$ cat src/rtl/alu_arbiter_if.sv
`default_nettype none
// ------------------------------------------------------------------
// alu_arbiter_if: request, response and ALU-side signals of alu_arbiter
// Rev 1.0
// ------------------------------------------------------------------
interface alu_arbiter_if #(
   parameter int N = 8
);
   logic          req0_valid;
   logic          req0_ready;
   logic [N-1:0]  req0_a;
   logic [N-1:0]  req0_b;
   logic [2:0]    req0_op;
   logic          req1_valid;
   logic          req1_ready;
   logic [N-1:0]  req1_a;
   logic [N-1:0]  req1_b;
   logic [2:0]    req1_op;
   logic          resp_valid;
   logic          resp_ready;
   logic          resp_id;
   logic [N-1:0]  resp_result;
   logic          resp_carry;
   logic          resp_zero;
   logic [N-1:0]  alu_a;
   logic [N-1:0]  alu_b;
   logic [2:0]    alu_op;
   logic          alu_en;
   logic [N-1:0]  alu_result;
   logic          alu_carry;
   logic          alu_zero;

   // Arbiter side
   modport slave (
      input  req0_valid, req0_a, req0_b, req0_op,
      input  req1_valid, req1_a, req1_b, req1_op,
      input  resp_ready, alu_result, alu_carry, alu_zero,
      output req0_ready, req1_ready,
      output resp_valid, resp_id, resp_result, resp_carry, resp_zero,
      output alu_a, alu_b, alu_op, alu_en
   );

   // Requester / response consumer / ALU side
   modport master (
      output req0_valid, req0_a, req0_b, req0_op,
      output req1_valid, req1_a, req1_b, req1_op,
      output resp_ready, alu_result, alu_carry, alu_zero,
      input  req0_ready, req1_ready,
      input  resp_valid, resp_id, resp_result, resp_carry, resp_zero,
      input  alu_a, alu_b, alu_op, alu_en
   );
endinterface
`default_nettype wire

$ cat src/rtl/alu_arbiter.sv
`default_nettype none
// ------------------------------------------------------------------
// alu_arbiter: round-robin sharing of one registered ALU by two ports
// with a private carry context per port. Rev 1.0
// ------------------------------------------------------------------
module alu_arbiter #(
   parameter int N = 8
) (
   input  logic         clk,
   input  logic         rst_n,
   alu_arbiter_if.slave bus
);
   localparam logic [2:0] S_INIT    = 3'd0;
   localparam logic [2:0] S_IDLE    = 3'd1;
   localparam logic [2:0] S_RESTORE = 3'd2;
   localparam logic [2:0] S_ISSUE   = 3'd3;
   localparam logic [2:0] S_CAPT    = 3'd4;
   localparam logic [2:0] S_RESP    = 3'd5;

   localparam logic [2:0] OP_ADD    = 3'd0;
   localparam logic [2:0] OP_ADC    = 3'd1;
   localparam logic [2:0] OP_LASTC  = 3'd4;

   logic [2:0]   state_q, state_d;
   logic [N-1:0] a_q, a_d, b_q, b_d;
   logic [2:0]   op_q, op_d;
   logic         grant_q, grant_d;
   logic         last_grant_q, last_grant_d;
   logic [1:0]   saved_carry_q, saved_carry_d;
   logic         cur_carry_q, cur_carry_d;
   logic         resp_valid_q, resp_valid_d;
   logic         resp_id_q, resp_id_d;
   logic [N-1:0] resp_result_q, resp_result_d;
   logic         resp_carry_q, resp_carry_d;
   logic         resp_zero_q, resp_zero_d;

   logic         sel;
   logic         any_valid;
   logic [2:0]   sel_op;
   logic         ready0, ready1;
   logic         alu_en;
   logic [N-1:0] alu_a, alu_b;
   logic [2:0]   alu_op;

   always_comb begin
      state_d       = state_q;
      a_d           = a_q;
      b_d           = b_q;
      op_d          = op_q;
      grant_d       = grant_q;
      last_grant_d  = last_grant_q;
      saved_carry_d = saved_carry_q;
      cur_carry_d   = cur_carry_q;
      resp_valid_d  = resp_valid_q;
      resp_id_d     = resp_id_q;
      resp_result_d = resp_result_q;
      resp_carry_d  = resp_carry_q;
      resp_zero_d   = resp_zero_q;
      alu_en        = 1'b0;
      alu_a         = '0;
      alu_b         = '0;
      alu_op        = OP_ADD;

      // Contention goes to the port that did not win last time
      any_valid = bus.req0_valid | bus.req1_valid;
      sel       = (bus.req0_valid && bus.req1_valid) ? ~last_grant_q : bus.req1_valid;
      sel_op    = sel ? bus.req1_op : bus.req0_op;
      ready0    = (state_q == S_IDLE) && any_valid && !sel;
      ready1    = (state_q == S_IDLE) && any_valid && sel;

      case (state_q)
         S_INIT: begin
            alu_en  = 1'b1;
            state_d = S_IDLE;
         end
         S_IDLE: begin
            if (any_valid) begin
               grant_d      = sel;
               last_grant_d = sel;
               a_d          = sel ? bus.req1_a : bus.req0_a;
               b_d          = sel ? bus.req1_b : bus.req0_b;
               op_d         = sel_op;
               if (sel_op == OP_ADC && cur_carry_q != saved_carry_q[sel])
                  state_d = S_RESTORE;
               else
                  state_d = S_ISSUE;
            end
         end
         S_RESTORE: begin
            // 0xFF+0x01 forces carry=1, 0x00+0x00 forces carry=0
            alu_en      = 1'b1;
            alu_a       = {N{saved_carry_q[grant_q]}};
            alu_b       = {{(N-1){1'b0}}, saved_carry_q[grant_q]};
            cur_carry_d = saved_carry_q[grant_q];
            state_d     = S_ISSUE;
         end
         S_ISSUE: begin
            alu_en  = 1'b1;
            alu_a   = a_q;
            alu_b   = b_q;
            alu_op  = op_q;
            state_d = S_CAPT;
         end
         S_CAPT: begin
            resp_valid_d  = 1'b1;
            resp_id_d     = grant_q;
            resp_result_d = bus.alu_result;
            resp_carry_d  = bus.alu_carry;
            resp_zero_d   = bus.alu_zero;
            if (op_q <= OP_LASTC) begin
               cur_carry_d            = bus.alu_carry;
               saved_carry_d[grant_q] = bus.alu_carry;
            end
            state_d = S_RESP;
         end
         S_RESP: begin
            if (bus.resp_ready) begin
               resp_valid_d = 1'b0;
               state_d      = S_IDLE;
            end
         end
         default: state_d = S_INIT;
      endcase
   end

   always_ff @(posedge clk or negedge rst_n) begin
      if (!rst_n) begin
         state_q       <= S_INIT;
         a_q           <= '0;
         b_q           <= '0;
         op_q          <= 3'd0;
         grant_q       <= 1'b0;
         last_grant_q  <= 1'b1;
         saved_carry_q <= 2'b00;
         cur_carry_q   <= 1'b0;
         resp_valid_q  <= 1'b0;
         resp_id_q     <= 1'b0;
         resp_result_q <= '0;
         resp_carry_q  <= 1'b0;
         resp_zero_q   <= 1'b0;
      end else begin
         state_q       <= state_d;
         a_q           <= a_d;
         b_q           <= b_d;
         op_q          <= op_d;
         grant_q       <= grant_d;
         last_grant_q  <= last_grant_d;
         saved_carry_q <= saved_carry_d;
         cur_carry_q   <= cur_carry_d;
         resp_valid_q  <= resp_valid_d;
         resp_id_q     <= resp_id_d;
         resp_result_q <= resp_result_d;
         resp_carry_q  <= resp_carry_d;
         resp_zero_q   <= resp_zero_d;
      end
   end

   assign bus.req0_ready  = ready0;
   assign bus.req1_ready  = ready1;
   assign bus.resp_valid  = resp_valid_q;
   assign bus.resp_id     = resp_id_q;
   assign bus.resp_result = resp_result_q;
   assign bus.resp_carry  = resp_carry_q;
   assign bus.resp_zero   = resp_zero_q;
   assign bus.alu_en      = alu_en;
   assign bus.alu_a       = alu_a;
   assign bus.alu_b       = alu_b;
   assign bus.alu_op      = alu_op;
endmodule
`default_nettype wire
$ cat src/flat_wrapper.sv
// flat-port wrapper written by rule: the top's interface ports become plain ports
module alu_arbiter_flat 
#(
   parameter int N = 8
)
  (clk, rst_n, bus_req0_valid, bus_req0_a, bus_req0_b, bus_req0_op, bus_req1_valid, bus_req1_a, bus_req1_b, bus_req1_op, bus_resp_ready, bus_alu_result, bus_alu_carry, bus_alu_zero, bus_req0_ready, bus_req1_ready, bus_resp_valid, bus_resp_id, bus_resp_result, bus_resp_carry, bus_resp_zero, bus_alu_a, bus_alu_b, bus_alu_op, bus_alu_en);
  alu_arbiter_if #(.N(N)) bus_i ();
  input  logic clk;
  input  logic rst_n;
  input wire logic [$bits(bus_i.req0_valid)-1:0] bus_req0_valid;
  input wire logic [$bits(bus_i.req0_a)-1:0] bus_req0_a;
  input wire logic [$bits(bus_i.req0_b)-1:0] bus_req0_b;
  input wire logic [$bits(bus_i.req0_op)-1:0] bus_req0_op;
  input wire logic [$bits(bus_i.req1_valid)-1:0] bus_req1_valid;
  input wire logic [$bits(bus_i.req1_a)-1:0] bus_req1_a;
  input wire logic [$bits(bus_i.req1_b)-1:0] bus_req1_b;
  input wire logic [$bits(bus_i.req1_op)-1:0] bus_req1_op;
  input wire logic [$bits(bus_i.resp_ready)-1:0] bus_resp_ready;
  input wire logic [$bits(bus_i.alu_result)-1:0] bus_alu_result;
  input wire logic [$bits(bus_i.alu_carry)-1:0] bus_alu_carry;
  input wire logic [$bits(bus_i.alu_zero)-1:0] bus_alu_zero;
  output wire logic [$bits(bus_i.req0_ready)-1:0] bus_req0_ready;
  output wire logic [$bits(bus_i.req1_ready)-1:0] bus_req1_ready;
  output wire logic [$bits(bus_i.resp_valid)-1:0] bus_resp_valid;
  output wire logic [$bits(bus_i.resp_id)-1:0] bus_resp_id;
  output wire logic [$bits(bus_i.resp_result)-1:0] bus_resp_result;
  output wire logic [$bits(bus_i.resp_carry)-1:0] bus_resp_carry;
  output wire logic [$bits(bus_i.resp_zero)-1:0] bus_resp_zero;
  output wire logic [$bits(bus_i.alu_a)-1:0] bus_alu_a;
  output wire logic [$bits(bus_i.alu_b)-1:0] bus_alu_b;
  output wire logic [$bits(bus_i.alu_op)-1:0] bus_alu_op;
  output wire logic [$bits(bus_i.alu_en)-1:0] bus_alu_en;
  assign bus_i.req0_valid = bus_req0_valid;
  assign bus_i.req0_a = bus_req0_a;
  assign bus_i.req0_b = bus_req0_b;
  assign bus_i.req0_op = bus_req0_op;
  assign bus_i.req1_valid = bus_req1_valid;
  assign bus_i.req1_a = bus_req1_a;
  assign bus_i.req1_b = bus_req1_b;
  assign bus_i.req1_op = bus_req1_op;
  assign bus_i.resp_ready = bus_resp_ready;
  assign bus_i.alu_result = bus_alu_result;
  assign bus_i.alu_carry = bus_alu_carry;
  assign bus_i.alu_zero = bus_alu_zero;
  assign bus_req0_ready = bus_i.req0_ready;
  assign bus_req1_ready = bus_i.req1_ready;
  assign bus_resp_valid = bus_i.resp_valid;
  assign bus_resp_id = bus_i.resp_id;
  assign bus_resp_result = bus_i.resp_result;
  assign bus_resp_carry = bus_i.resp_carry;
  assign bus_resp_zero = bus_i.resp_zero;
  assign bus_alu_a = bus_i.alu_a;
  assign bus_alu_b = bus_i.alu_b;
  assign bus_alu_op = bus_i.alu_op;
  assign bus_alu_en = bus_i.alu_en;
  alu_arbiter #(.N(N)) u_core (.clk(clk), .rst_n(rst_n), .bus(bus_i));
endmodule
$ cat config.mk
export PLATFORM = sky130hd
export DESIGN_NAME = alu_arbiter_flat
export DESIGN_NICKNAME = d
export VERILOG_FILES = /design/src/rtl/alu_arbiter_if.sv /design/src/rtl/alu_arbiter.sv /design/src/flat_wrapper.sv
export SDC_FILE = /design/constraint.sdc
export NUM_CORES = 1
export LEC_CHECK = 0
export CORE_MARGIN = 10
export CORE_UTILIZATION = 44
export CTS_CLUSTER_SIZE = 10
export DETAILED_ROUTE_END_ITERATION = 12
export PLACE_DENSITY = 0.86
export REMOVE_ABC_BUFFERS = 1
export SLEW_MARGIN = 0
export SYNTH_ARGS = -nofsm -noshare
export SYNTH_HDL_FRONTEND = slang
export SYNTH_SLANG_ARGS = --single-unit
$ cat constraint.sdc
create_clock -name clk -period 2.3 [get_ports clk]
set_clock_uncertainty 0.05 [all_clocks]
set_input_delay 0.46 -clock clk [delete_from_list [all_inputs] [get_ports clk]]
set_output_delay 0.46 -clock clk [all_outputs]
set_load 0.1 [all_outputs]
==> run summary, run 1 <==
Outcome -> finished, final reports clean
Vias per cell -> 5.563
Finished layout cell area -> 3119 um2
Post-DP HPWL -> 4643 um
# diodes -> 0
Synthesis-to-layout area growth -> 67.20%
Crit path time final -> 2.246 ns
Rel. slew slack -> 68.93%
Fin worst setup slack -> 0.05428 ns
CTS clk-pin slew, worst paths -> 0.08 ns
CTS tree -> yes
Global routing's busiest layer -> met2
Antenna Nets Post-Route -> 0
Crit Path Max Fanout -> 7
Vias in the first global route -> 1840
Yosys cell types -> 28
WP data required -> 1.79 ns
Routed WL -> 5968 um
Starting Density -> 45.98%
Max cap viols -> 0
Reg2Reg Setup Slack -> 0.52 ns
Met1 Use GR -> 17.95%
Largest net degree at the start of global routing -> 22
Hold Path Class -> in2async
Flops & latches, synth -> 39
Multi-input gate area -> 772.0 um2
Commonest non-fill, non-tap cell in the layout -> clkdlybuf4s50_1
Crit Path Class -> reg2out
Synth area leader -> dfrtp_1
Total track usage -> 16.38%
Placed Instance Area -> 2999 um2
XOR/XNOR share of the synthesized area -> 0%
Pre-CTS setup slack -> 0.1731 ns
Post-synthesis sequential area ratio -> 52.38%
Initial DRC Count -> 186
CTS buffer count -> 5
Largest stage delay on the critical path -> 0.46 ns
Total congestion overflow -> 0
Core Area -> 4058 um2
DP Cell Count -> 300
Root Driver -> clkbuf_8
Period utilization -> 97.64%
Post-DR wirelength/cell -> 19.19 um
M3 GR Usage -> 5.545%
DIE AREA -> 7245 um2
Syn Area/Cell -> 11.52 um2
# nets final -> 313
Maximum clock rate -> 0.4453 GHz
Mux cell area share after synthesis -> 11.07%
Most frequent cells in the layout -> clkdlybuf4s50_1 (51), dfrtp_1 (35), buf_4 (26), buf_12 (22), inv_1 (19)
Chip height -> 85.12 um
Area share of the largest cell type after synthesis -> 50.97%
Mapped Cells -> 162
Layout cell share with drive strength beyond 1 -> 31.03%
CP Cell Sequence -> or3_4 > nor2_4 > a21o_1 > buf_12
Deepest clock path buffer count -> 2
Simple-Gate Fraction of Synth Area -> 10.46%
Synth Area in Compound Gates -> 18.58%
H-tree Lvls -> 2
Cell Area, Synth -> 1866 um2
Slew at the pin closest to its max-slew limit -> 0.4660 ns
Final Max Slew Viols -> 0
TritonRoute pass-1 iters -> 6
Global-route wire length before repair -> 9584 um
Crit path max-delay family -> simple AND/OR/NAND/NOR gates
Initial antenna violation count -> 0
# clock sinks -> 39
Non-Filler Instances -> 311
Hold Violations, Final -> 0
# fillers -> 258
CP Capture Type -> primary output
Cell Rows -> 23
Worst EP arrival -> 1.74 ns
Sequential cell area -> 980.9 um2
PortBufs -> 86
Critical Path Start Type -> flip-flop
Clk_lat worst skew -> 0.29 ns
Synth area leaders -> dfrtp_1 (51%), a222oi_1 (8.6%), mux2_2 (7.8%)
Worst path slowest cell -> or3_4
Gpl congestion -> 0.7483
GRT met2 Usage -> 28.47%
DRC violations left -> 0
Setup Total Neg Slack -> 0 ns
Die width -> 85.12 um
YS warnings -> 0
Total I/O pin count -> 87
Adder-Cell Fraction of Synth Area -> 0%
Crit path buffers/inverters -> 1
Final Setup Violations -> 0
Vias -> 1730
Combinational family with the most area after synthesis -> compound AO/OA/AOI/OAI gates
==> repair_timing <==
| item | in CTS | in global routing |
|---|---|---|
| setup buffers | 1 | 1 |
| hold buffers | 0 | 0 |
| resized for setup | 5 | 1 |
| gates cloned | 1 | 0 |
| pin swaps | 1 | 2 |
| endpoints found under the setup margin | 9 | 6 |
==> metrics by stage <==
| step | util (%) | hold WS [ns] |
|---|---|---|
| 2_1_floorplan | - | 0.1144 |
| 3_3_place_gp | 73.91 | 0.3857 |
| 3_5_place_dp | 73.91 | 0.3891 |
| 4_1_cts | 76.66 | 0.07043 |
| 5_1_grt | 76.87 | 0.09371 |
| 6_report | 76.87 | 0.06514 |
==> state kept, by name, indices dropped and copies added (netlist names) <==
signal,count
u_core.a_q,8
u_core.last_grant_q,1
u_core.op_q,3
u_core.state_q,3
u_core.bus.resp_result,8
u_core.grant_q,1
u_core.bus.resp_id,1
u_core.bus.resp_valid,1
u_core.saved_carry_q,2
u_core.b_q,8
u_core.cur_carry_q,1
u_core.bus.resp_zero,1
u_core.bus.resp_carry,1
==> metal layers <==
metal / share of wire, % / routed length, um
met5: 0 / 0
met1: 35 / 2111
met2: 54 / 3212
met4: 2.5 / 152
met3: 8.2 / 491
==> path summary, 6_finish.rpt <==
path,start,endpoint,cells past startpoint
setup / recovery,u_core.state_q[0]$_DFFE_PN0P_,bus_alu_a[6],4
hold / removal,rst_n,u_core.b_q[5]$_DFFE_PN0P_,1
setup reg to reg,u_core.state_q[1]$_DFFE_PN0P_,u_core.cur_carry_q$_DFFE_PN0P_,5
max in group asynchronous,rst_n,u_core.last_grant_q$_DFFE_PN1P_,2
min in group clk,u_core.bus.resp_valid$_DFFE_PN0P_,u_core.bus.resp_valid$_DFFE_PN0P_,1
hold reg to reg,u_core.bus.resp_valid$_DFFE_PN0P_,u_core.bus.resp_valid$_DFFE_PN0P_,1
==> worst register-to-register path, stage by stage (launching register included) <==
cell	delay, ns
dfrtp_2	0.42
buf_4	0.16
nor3b_2	0.36
buf_4	0.27
o21ai_0	0.11
mux2_2	0.29
==> Yosys cell counts (all sizes together) <==
cell type and instances:
dfrtp 38, inv 19, a222oi 16, a21o 13, mux2 13, and2 11, buf 8, nand2 8
o21ai 8, mux2i 6, nor3b 4, a21oi 3, nor2 3, clkbuf 2, nand3 2, or3 2
a21boi 1, a31oi 1, and3 1, dfstp 1, nand2b 1, o311ai 1
==> cells by family after synthesis <==
| group | after synthesis |
|---|---|
| multiplexers | 19 |
| AND/OR/NAND/NOR | 32 |
| flip-flops | 39 |
| AO/OA/AOI/OAI | 43 |
| buffers and inverters | 29 |
==> final cells by class <==
class / count / share of cell area, %
clock buffers: 7 / 2.447
repair buffers: 100 / 36.90
clock inverters: 1 / 0.1604
multi-input cells: 95 / 24.75
flip-flops and latches: 39 / 31.45
well taps: 50 / 2.006
inverters: 19 / 2.286
Power of run 1 is left out: the tool's default activity adds up to more than one toggle a clock period on the data nets, which glitch-free logic cannot reach.
==> run 2: changes to the inputs <==
REMOVE_ABC_BUFFERS = default   (was 1)
==> run 2 against run 1 <==
Net effect:
- via count down 3.2%
- cell count down 0.64%
- utilization up 0.22 points
- global-route usage down 1.1 points
- hold slack worse by 0.019 ns
- clock-buffer cell count up 1
- critical endpoint is now bus_alu_op[2]
- largest cell class unchanged
==> run summary, run 2 (synthesis results as in run 1) <==
# nets final -> 311 (-0.64%)
Max cap viols -> 0 (unchanged)
PortBufs -> 86 (unchanged)
Non-Filler Instances -> 309 (-0.64%)
Commonest non-fill, non-tap cell in the layout -> clkdlybuf4s50_1
Cell Rows -> 23 (unchanged)
Routed WL -> 5688 um (-4.7%)
Synthesis-to-layout area growth -> 67.67%
Setup Total Neg Slack -> 0 ns (unchanged)
Period utilization -> 97.08% (-0.56 points)
Total congestion overflow -> 0 (unchanged)
Deepest clock path buffer count -> 2 (unchanged)
CTS clk-pin slew, worst paths -> 0.08 ns (about the same)
Largest net degree at the start of global routing -> 20 (-9.1%)
# diodes -> 0 (unchanged)
WP data required -> 1.79 ns (about the same)
Chip height -> 85.12 um (unchanged)
Vias per cell -> 5.417 (-2.6%)
H-tree Lvls -> 2 (unchanged)
Most frequent cells in the layout -> clkdlybuf4s50_1 (51), dfrtp_1 (37), buf_4 (23), buf_12 (22), inv_1 (18)
DIE AREA -> 7245 um2 (unchanged)
Gpl congestion -> 0.8084 (+8.0%)
CTS tree -> yes
Final Setup Violations -> 0 (unchanged)
Clk_lat worst skew -> 0.29 ns (about the same)
Vias in the first global route -> 1803 (-2.0%)
Vias -> 1674 (-3.2%)
Crit Path Max Fanout -> 17 (+10)
Slew at the pin closest to its max-slew limit -> 0.4023 ns (-0.06366 ns)
Total I/O pin count -> 87 (unchanged)
Hold Violations, Final -> 0 (unchanged)
Maximum clock rate -> 0.4479 GHz (+0.58%)
Outcome -> finished, final reports clean
Antenna Nets Post-Route -> 0 (unchanged)
Hold Path Class -> in2async
Total track usage -> 15.29% (-1.1 points)
Initial DRC Count -> 131 (-30%)
Initial antenna violation count -> 0 (unchanged)
Hold WS -> 0.04660 ns (-0.01855 ns)
Crit Path Class -> reg2out
Post-DR wirelength/cell -> 18.41 um (-4.1%)
Global-route wire length before repair -> 9032 um (-5.8%)
CTS buffer count -> 5 (unchanged)
Crit path time final -> 2.233 ns (-0.01291 ns)
Core Area -> 4058 um2 (unchanged)
Root Driver -> clkbuf_8
DP Cell Count -> 299 (-0.33%)
Synthesized Nets -> 215
Worst EP arrival -> 1.72 ns (-0.02 ns)
TritonRoute pass-1 iters -> 5 (-1)
CP Capture Type -> primary output
Rel. slew slack -> 72.65% (+3.7 points)
Post-DP HPWL -> 4400 um (-5.2%)
Critical Path Start Type -> flip-flop
# clock sinks -> 39 (unchanged)
DRC violations left -> 0 (unchanged)
Starting Density -> 45.98% (unchanged)
Final Max Slew Viols -> 0 (unchanged)
Layout cell share with drive strength beyond 1 -> 30.89% (-0.15 points)
Die width -> 85.12 um (unchanged)
run 2: repair_timing:
| action | 4_1_cts | 5_1_grt |
|---|---|---|
| resized for setup | 3 | 3 |
| setup buffers | 0 | 1 |
| pin swaps | 1 | 1 |
| hold buffers | 0 | 0 |
| cloned | 1 | 0 |
| setup endpoints to repair | 9 | 17 |
run 2: worst paths after layout:
path,slack [ns],from,depth (start not counted),end
worst max-delay path,0.07,u_core.state_q[2]$_DFFE_PN0P_,5,bus_alu_op[2]
worst min-delay path,0.05,rst_n,1,u_core.bus.resp_result[1]$_DFFE_PN0P_
worst max register to register,0.49,u_core.state_q[1]$_DFFE_PN0P_,5,u_core.cur_carry_q$_DFFE_PN0P_
worst min register to register,0.44,u_core.bus.resp_valid$_DFFE_PN0P_,1,u_core.bus.resp_valid$_DFFE_PN0P_
max in group asynchronous,1.59,rst_n,2,u_core.last_grant_q$_DFFE_PN1P_
min in group clk,0.44,u_core.bus.resp_valid$_DFFE_PN0P_,1,u_core.bus.resp_valid$_DFFE_PN0P_
run 2: stage by stage:
stage | cell area, um2 | utilization (%) | setup slack, ns
3_3_place_gp | 2995 | 73.82 | 0.1659
4_1_cts | 3113 | 76.72 | 0.01158
6_report | 3128 | 77.09 | 0.06719
2_1_floorplan | 1869 | - | 0.02280
3_5_place_dp | 2995 | 73.82 | 0.1342
5_1_grt | 3128 | 77.09 | -0.01107
run 2: area by class of cell:
class	instances	area [um2]
Timing Repair Buffer	98	1140
Multi-Input combinational cell	95	775.7
Sequential cell	39	978.4
Inverter	19	71.32
Fill cell	252	929.6
Tap cell	50	62.56
Clock buffer	8	100.1
run 2: layer usage:
layer  up-vias  GRT usage (%)  share of wire [%]
li1        777              -                  -
met2        74          25.95                 50
met5         -              0                  0
met4         0          4.491                1.4
met3         7          5.927                9.5
met1       816          17.31                 39
run 2: worst max-delay path, stage by stage (launching register included):
cell	delay [ns]
dfrtp_1	0.39
buf_4	0.17
nor2_1	0.27
buf_6	0.22
and2_1	0.19
buf_12	0.18
Power of run 2 is left out for the same reason.
==> run 3: changes to the inputs <==
CORE_UTILIZATION = 41   (was 44)
PLACE_DENSITY = 0.81   (was 0.86)
clock period = 2.33 ns   (was 2.3 ns; I/O delays follow)
==> run 3 against run 2 <==
Net effect:
- clock-buffer cell count shrank 2
- via count shrank 1.7%
- cell count grew 0.65%
- sequential share of layout area grew 0.22 points
- utilization shrank 6.3 points
- final area shrank 0.84%
- non-clock buffer count is the same
- routed wire length shrank 3.4%
- critical path depth shrank 1
- worst setup slack lost 0.0020 ns
- register-to-register slack gained 0.12 ns
==> run summary, run 3 (synthesis results as in run 1) <==
Commonest non-fill, non-tap cell in the layout -> clkdlybuf4s50_1
# fillers -> 314 (+25%)
Global-route wire length before repair -> 8514 um (-5.7%)
CP Cell Sequence -> or3_4 > nor2_2 > a21o_1 > buf_12
Vias per cell -> 5.293 (-2.3%)
RR Startpoint -> u_core.state_q[0]$_DFFE_PN0P_
Root Driver -> clkbuf_8
Total track usage -> 13.89% (-1.4 points)
CTS buffer count -> 5 (unchanged)
Starting Density -> 42.55% (-3.4 points)
Chip height -> 87.46 um (+2.7%)
# nets final -> 311 (unchanged)
Total I/O pin count -> 87 (unchanged)
Max cap viols -> 0 (unchanged)
Worst EP arrival -> 1.75 ns (+0.03 ns)
Critical path origin -> u_core.state_q[0]$_DFFE_PN0P_
Rel. slew slack -> 67.80% (-4.9 points)
Final Setup Violations -> 0 (unchanged)
Maximum clock rate -> 0.4415 GHz
# diodes -> 0 (unchanged)
Synthesized Nets -> 215 (unchanged)
Core Area -> 4384 um2 (+8.0%)
Post-DR wirelength/cell -> 17.67 um (-4.0%)
Layout cell share with drive strength beyond 1 -> 29.73% (-1.2 points)
Slew at the pin closest to its max-slew limit -> 0.4696 ns (+0.06729 ns)
Clk_lat worst skew -> 0.29 ns (about the same)
TritonRoute pass-1 iters -> 6 (+1)
Synthesis-to-layout area growth -> 66.26%
Routed WL -> 5495 um (-3.4%)
Crit path time final -> 2.265 ns
Hold-fix buffers, CTS -> 0 (unchanged)
Vias -> 1646 (-1.7%)
Final Max Slew Viols -> 0 (unchanged)
Cell Rows -> 24 (+4.3%)
Setup Total Neg Slack -> 0 ns (unchanged)
Crit Path Class -> reg2out
Initial DRC Count -> 137 (+4.6%)
CTS clk-pin slew, worst paths -> 0.08 ns (about the same)
Deepest clock path buffer count -> 2 (unchanged)
Die width -> 87.46 um (+2.7%)
Worst path slowest cell -> dfrtp_1
Hold Path Class -> in2async
DIE AREA -> 7648 um2 (+5.6%)
Post-CTS repair timing setup buffer count -> 0 (unchanged)
DRC violations left -> 0 (unchanged)
Largest stage delay on the critical path -> 0.47 ns (+0.08 ns)
Critical Path Start Type -> flip-flop
CTS tree -> yes
Initial antenna violation count -> 0 (unchanged)
Post-DP HPWL -> 4263 um (-3.1%)
Crit Path Max Fanout -> 7 (-10)
# clock sinks -> 39 (unchanged)
H-tree Lvls -> 2 (unchanged)
Total congestion overflow -> 0 (unchanged)
RSZ-0062 raised after global routing -> no
Period utilization -> 97.20%
Outcome -> finished, final reports clean
WP data required -> 1.81 ns (+0.02 ns)
Antenna Nets Post-Route -> 0 (unchanged)
CP Capture Type -> primary output
PortBufs -> 86 (unchanged)
Vias in the first global route -> 1717 (-4.8%)
Hold Violations, Final -> 0 (unchanged)
Most frequent cells in the layout -> clkdlybuf4s50_1 (51), dfrtp_1 (38), buf_4 (24), buf_12 (22), inv_1 (19)
Gpl congestion -> 0.7919 (-2.0%)
Largest net degree at the start of global routing -> 17 (-15%)
run 3: cell count changes in the layout (fill, tap and decap cells not counted), sizes merged:
cell / change
clkbuf: -2
clkinv: +1
clkinvlp: +1
run 3: per-stage QoR:
step           utilization, %  hold WS [ns]  setup slack, ns  instances  cell area (um2)
6_report                70.75     0.0005382          0.06518        311             3102
4_1_cts                 70.75      0.005212          0.05803        311             3102
2_1_floorplan               -        0.1204          0.04680        162             1869
3_5_place_dp            68.55        0.3234           0.1905        302             3005
3_3_place_gp            68.55        0.3321           0.2232        302             3005
5_1_grt                 70.75      0.007539         0.003979        311             3102
run 3: worst max-delay path: cells and delay by family (launching register included):
family                 cells  cell delay (ns)
AND/OR/NAND/NOR            2             0.65
flip-flops                 1             0.47
buffers and inverters      1             0.18
AO/OA/AOI/OAI              1             0.15
run 3: what timing repair did:
action	CTS	global route
gates resized for setup	1	0
hold endpoints to repair	0	0
setup endpoints to repair	1	0
run 3: path summary, 6_finish.rpt:
path / endpoint / slack, ns / cells after the start
worst min register to register: u_core.b_q[2]$_DFFE_PN0P_ / 0.44 / 2
worst max-delay path: bus_alu_a[0] / 0.07 / 4
worst max register to register: u_core.b_q[6]$_DFFE_PN0P_ / 0.61 / 5
max in group asynchronous: u_core.last_grant_q$_DFFE_PN1P_ / 1.66 / 2
min in group clk: u_core.b_q[2]$_DFFE_PN0P_ / 0.44 / 2
worst min-delay path: u_core.op_q[2]$_DFFE_PN0P_ / 0.0005 / 1
run 3: area by class of cell:
type / instances / area (um2) / share of cell area, %
repair buffers: 98 / 1136 / 36.63
flip-flops and latches: 39 / 977.2 / 31.50
multi-input cells: 95 / 767.0 / 24.73
clock buffers: 6 / 72.57 / 2.340
inverters: 19 / 71.32 / 2.299
well taps: 52 / 65.06 / 2.098
clock inverters: 2 / 12.51 / 0.4034
run 3: layer usage:
layer,vias up,global-route usage [%],wire length [um]
li1,775,-,-
met1,800,15.17,2098
met2,67,24.07,2860
met3,4,6.180,507
met4,0,3.043,29
met5,-,0,0
Power of run 3 is left out for the same reason.
